===== src/rtl/edge_event_arbiter.sv =====
// ---------------------------------------------------------------------------
// edge_event_arbiter
//
// Detects edges on NUM_CH synchronous level inputs, queues one pending event
// per slot, and presents the events one at a time on a valid/ready port.
// Slots are picked round-robin. The search starts one past the last granted
// slot.
// A second edge on a slot that is still pending is dropped and flagged in a
// sticky per-channel overrun bit. Accepted events are counted in a wrapping
// counter.
//
// Optional feature macro: EDGE_ARB_FALLING_EN
//   defined   : two slots per channel (rise, fall), order ch0R, ch0F, ch1R...
//               and falling events present with evt_pol = 0.
//   undefined : falling edges ignored, one slot per channel, evt_pol = 1.
//
// Ports
//   clk        in   rising-edge clock
//   rst        in   asynchronous active-high reset
//   level      in   [NUM_CH]  per-channel level signals (synchronous to clk)
//   evt_valid  out  event presented
//   evt_ready  in   consumer accepts the presented event
//   evt_ch     out  [$clog2(NUM_CH)]  channel of presented event
//   evt_pol    out  1 = rising, 0 = falling
//   ovf        out  [NUM_CH]  sticky overrun flags
//   ovf_clr    in   clear all overrun flags
//   evt_cnt    out  [CNT_W]   accepted-event count (wraps)
// ---------------------------------------------------------------------------
module edge_event_arbiter #(
  parameter int NUM_CH = 4,
  parameter int CNT_W  = 16
) (
  input  logic                      clk,
  input  logic                      rst,
  input  logic [NUM_CH-1:0]         level,
  output logic                      evt_valid,
  input  logic                      evt_ready,
  output logic [$clog2(NUM_CH)-1:0] evt_ch,
  output logic                      evt_pol,
  output logic [NUM_CH-1:0]         ovf,
  input  logic                      ovf_clr,
  output logic [CNT_W-1:0]          evt_cnt
);

  localparam int CW = $clog2(NUM_CH);
`ifdef EDGE_ARB_FALLING_EN
  localparam int NS = 2 * NUM_CH;
`else
  localparam int NS = NUM_CH;
`endif
  localparam int SW = $clog2(NS);
  localparam logic [SW-1:0] LAST_SLOT = SW'(NS - 1);

  typedef enum logic {IDLE = 1'b0, PRESENT = 1'b1} state_t;

  state_t            state_q, state_d;
  logic [NUM_CH-1:0] level_q;
  logic [NS-1:0]     pending_q, pending_d;
  logic [NUM_CH-1:0] ovf_q, ovf_d;
  logic [CW-1:0]     evt_ch_q, evt_ch_d;
  logic [CNT_W-1:0]  evt_cnt_q, evt_cnt_d;
  logic [SW-1:0]     last_grant_q, last_grant_d;

  logic [NUM_CH-1:0] rise;
  logic [NS-1:0]     slot_edge;
  logic [NS-1:0]     ovf_slot;
  logic [NUM_CH-1:0] ovf_set;
  logic [NS-1:0]     clr;
  logic              load;
  logic              hs;
  logic              win_found;
  logic [SW-1:0]     win_slot;
  logic [CW-1:0]     win_ch;
  logic              win_pol;

  assign rise = level & ~level_q;

`ifdef EDGE_ARB_FALLING_EN
  logic [NUM_CH-1:0] fall;
  logic              evt_pol_q, evt_pol_d;
  assign fall = ~level & level_q;

  // Interleave rise/fall per channel so arbitration order is ch0R, ch0F, ...
  for (genvar gi = 0; gi < NUM_CH; gi++) begin : g_slot
    assign slot_edge[2*gi]   = rise[gi];
    assign slot_edge[2*gi+1] = fall[gi];
    assign ovf_set[gi]       = ovf_slot[2*gi] | ovf_slot[2*gi+1];
  end
  assign win_ch  = win_slot[SW-1:1];
  assign win_pol = ~win_slot[0];
  assign evt_pol = evt_pol_q;
`else
  assign slot_edge = rise;
  assign ovf_set   = ovf_slot;
  assign win_ch    = win_slot;
  assign win_pol   = 1'b1;
  assign evt_pol   = 1'b1;
`endif

  // Round-robin: first pending slot found from last_grant+1 upward, wrapping.
  always_comb begin
    logic [SW:0] idx;
    win_found = 1'b0;
    win_slot  = '0;
    idx       = '0;
    for (int off = 1; off <= NS; off++) begin
      idx = {1'b0, last_grant_q} + (SW+1)'(off);
      if (idx >= (SW+1)'(NS)) idx = idx - (SW+1)'(NS);
      if (!win_found && pending_q[idx[SW-1:0]]) begin
        win_found = 1'b1;
        win_slot  = idx[SW-1:0];
      end
    end
  end

  assign evt_valid = (state_q == PRESENT);
  assign hs        = evt_valid & evt_ready;

  always_comb begin
    state_d = state_q;
    load    = 1'b0;
    case (state_q)
      IDLE: begin
        if (win_found) begin
          load    = 1'b1;
          state_d = PRESENT;
        end
      end
      PRESENT: begin
        if (evt_ready) begin
          if (win_found) load = 1'b1;
          else           state_d = IDLE;
        end
      end
      default: state_d = IDLE;
    endcase
  end

  always_comb begin
    clr = '0;
    if (load) clr[win_slot] = 1'b1;
    // A slot being loaded this cycle is free again, so a fresh edge on it
    // re-pends rather than overflowing.
    ovf_slot     = slot_edge & pending_q & ~clr;
    pending_d    = (pending_q & ~clr) | slot_edge;
    // Set has priority over clear so no overrun can be lost to ovf_clr.
    ovf_d        = (ovf_clr ? '0 : ovf_q) | ovf_set;
    evt_ch_d     = load ? win_ch : evt_ch_q;
    last_grant_d = load ? win_slot : last_grant_q;
    evt_cnt_d    = hs ? evt_cnt_q + 1'b1 : evt_cnt_q;
`ifdef EDGE_ARB_FALLING_EN
    evt_pol_d    = load ? win_pol : evt_pol_q;
`endif
  end

  always_ff @(posedge clk or posedge rst) begin
    if (rst) begin
      state_q      <= IDLE;
      level_q      <= '0;
      pending_q    <= '0;
      ovf_q        <= '0;
      evt_ch_q     <= '0;
      evt_cnt_q    <= '0;
      last_grant_q <= LAST_SLOT;
`ifdef EDGE_ARB_FALLING_EN
      evt_pol_q    <= 1'b0;
`endif
    end else begin
      state_q      <= state_d;
      level_q      <= level;
      pending_q    <= pending_d;
      ovf_q        <= ovf_d;
      evt_ch_q     <= evt_ch_d;
      evt_cnt_q    <= evt_cnt_d;
      last_grant_q <= last_grant_d;
`ifdef EDGE_ARB_FALLING_EN
      evt_pol_q    <= evt_pol_d;
`endif
    end
  end

  assign evt_ch  = evt_ch_q;
  assign ovf     = ovf_q;
  assign evt_cnt = evt_cnt_q;

endmodule


===== config.mk =====
export PLATFORM = sky130hd
export DESIGN_NAME = edge_event_arbiter
export DESIGN_NICKNAME = d
export VERILOG_FILES = /design/src/rtl/edge_event_arbiter.sv
export SDC_FILE = /design/constraint.sdc
export NUM_CORES = 1
export LEC_CHECK = 0
export BUFFER_PORTS_ARGS = -buffer_cell sky130_fd_sc_hd__buf_2
export CAP_MARGIN = 25
export CORE_ASPECT_RATIO = 0.8
export CORE_MARGIN = 5
export CORE_UTILIZATION = 25
export CTS_BUF_LIST = sky130_fd_sc_hd__clkbuf_8 sky130_fd_sc_hd__clkbuf_16
export DETAILED_ROUTE_END_ITERATION = 7
export PLACE_DENSITY = 0.49
export REMOVE_ABC_BUFFERS = 1
export SLEW_MARGIN = 10
export SYNTH_ARGS = -nofsm -noshare
export SYNTH_HDL_FRONTEND = slang
export SYNTH_SLANG_ARGS = --single-unit

===== constraint.sdc =====
create_clock -name clk -period 2.3 [get_ports clk]
set_input_delay 0.115 -clock clk [delete_from_list [all_inputs] [get_ports clk]]
set_output_delay 0.115 -clock clk [all_outputs]
set_load 0.005 [all_outputs]

==> results.cfg <==
[logic_synthesis]
ys_seq_area_frac = 0.556
yosys.area.top_type_share = 0.521
synthCells = 135
synth_edf_count = 0
yosys.area.top_type = dfrtp_1
synthFlopType = dfrtp_1
yosys-top-cells-area = dfrtp_1 (52%), xnor2_1 (6.5%), dfstp_2 (3.5%)
ys_warn_count = 0
synth_seq_cells = 33
syn_area_per_cell_sq_um = 11.0
syn_area_sq_mm = 0.00149
async_flop_share = 1.00
synth_common_cells = dfrtp_1 (31), nand2_1 (13), nor2_1 (13), xnor2_1 (11), nand3_1 (7)
ys_types = 40
yosysMostFrequentCell = dfrtp_1

[drt]
routed-via-count = 1082
wl_per_cell_um = 12.1
viasPerCell = 4.19
drtAntennaViolNets = 0
dr.pass1.iters = 4
drt_iter0_drc = 31
wl_um = 3130
drc_errors = 0

[worst_setup_path]
cp.arrival_ns = 1.83
end_kind = flop
cp_data_required_time_ns = 2.47
max_stage_delay_ns = 0.50
r2r_cells = 5
crit_chain = ha_1 -> nand3_1 -> nor3_1 -> nand3_1 -> xnor2_1
cpMostUsedCell = nand3_1
path_class = reg2reg
start_kind = flop
critical-path-slowest-cell = nor3_1
worst-path-max-fanout = 5

[die]
fp.coreArea_sq_mm = 0.00585
rows = 25
die_x_um = 96.3
die_y_um = 79.0
start_util = 0.255
ioPinCount = 32
die_area_sq_mm = 0.00761

[clock_tree]
clk_latency_ns = 0.28
clockBufferDepth = 2
path_clk_slew_ns = 0.07
post-cts-setup-buffer-count = 0
cts-root-buf = clkbuf_8
cts_buffers = 5
cts_htree_levels = 2
clock-sinks = 33
cts.repair.resized = 0
cts_tree = built

[timing]
slew_headroom = 0.583
fmax_ghz = 0.600
skew_ns = 0.00768
period_share = 0.725
fin_crit_ns = 1.67
setup_viol = 0
finalSetupTns_ns = 0
rsz0062_at_grt = false
worstMarginPinSlew_ns = 0.619
slew_violations = 0
final-hold-violation-count = 0

[placement]
gp_congestion = 0.792
dpl-instance-area_sq_mm = 0.00173
hpwl_um = 2280
port_buffers = 30

[global_routing]
grt_max_degree = 34
grt_usage = 0.0919
grt_overflow = 0
grt_pass1_vias = 1108
grt_first_pass_wirelength_um = 5470
antenna_found_initial = 0

[power]
power_uw = 2110
p_leak_uw = 0.000875
vdd_drop_max_uv = 379
p_per_area_mw_per_mm2 = 1110

[layout]
nNetsFinal = 185
final_layout_size_suffix_gt1_frac = 0.277
postLayoutCellArea_sq_mm = 0.00190
area_growth_pct = 27.3
antenna_cells = 0
fillers = 639

[worst_hold_path]
hold_depth = 4
hold_path_class = in2reg

[flow_run]
max_cap_viol_count = 0

[status]
status = completed
## worst max-delay path, delay by kind of cell, from the launching register on
kind	cells	cell delay, ns
flip-flops	1	0.44
AND/OR/NAND/NOR	3	0.79
adder cells (fa/ha/maj)	1	0.18
XOR/XNOR	1	0.16
## per-stage QoR
step	worst slack, ns	utilization	hold WS, ns	instances
detailed placement	0.624	0.296	0.236	245
global route	0.399	0.324	0.194	258
floorplan	0.789	-	0.146	133
CTS	0.608	0.324	0.169	258
global placement	0.594	0.296	0.234	245
finish	0.633	0.324	0.174	258
## kinds of logic after synthesis
logic type,synth area share
muxes,0.0143
adders and majority gates,0.00840
DFF,0.556
other,0.00252
buffers and inverters,0.0252
AOI/OAI and AO/OA,0.105
xor gates and xnor gates,0.0882
and+or+nand+nor,0.200
## layout by cell type, fill, tap and decap left out, types with 2 or more instances in the layout
cell           count
a21o_1             4
a21oi_1            5
a31oi_1            2
buf_2             30
clkbuf_8           6
dfrtp_1           31
dfstp_2            2
dlygate4sd3_1      5
inv_1              6
nand2_1           13
nand2b_1           4
nand3_1            7
nand4_1            3
nor2_1            13
nor2b_1            4
nor3_1             2
xnor2_1           11
xor2_1             4
## cell type report
| cell class | instances | area (sq um) | share of cell area |
|---|---|---|---|
| clock inverters | 2 | 33.8 | 0.0178 |
| inverters | 5 | 18.8 | 0.00990 |
| repair buffers | 36 | 208 | 0.110 |
| multi-input cells | 95 | 623 | 0.329 |
| flip-flops and latches | 33 | 828 | 0.437 |
| clock buffers | 6 | 82.6 | 0.0436 |
| well taps | 81 | 101 | 0.0535 |
## metal layers
metal	GRT usage	routed length, um
met5	0	0
met4	0.0298	31
met3	0.0237	144
met2	0.127	1300
met1	0.137	1660
## registers in the layout, indices dropped and copies added (netlist names)
| signal | flops |
|---|---|
| ovf | 4 |
| pending_q | 4 |
| evt_ch | 2 |
| level_q | 4 |
| last_grant_q | 2 |
| evt_cnt | 16 |
| evt_valid | 1 |
## worst paths after layout
check	slack [ns]	to	start
max	0.63	evt_cnt[12]	evt_cnt[0]
max in group asynchronous	1.49	last_grant_q[1]	rst
max reg2reg	0.63	evt_cnt[12]	evt_cnt[0]
min reg2reg	0.47	evt_cnt[15]	evt_cnt[15]
min	0.17	ovf[1]	ovf_clr
min in group asynchronous	0.47	evt_cnt[13]	rst
## where the power goes
| group | internal [uW] | switching [uW] |
|---|---|---|
| Sequential | 750 | 174 |
| Clock | 349 | 212 |
| Combinational | 310 | 311 |
| Total | 1410 | 696 |
## what timing repair did
item	CTS	global route
endpoints found under the setup margin	0	0
endpoints found under the hold margin	35	0
hold buffers	5	0
Note: power is estimated with default switching activity, not from simulation.
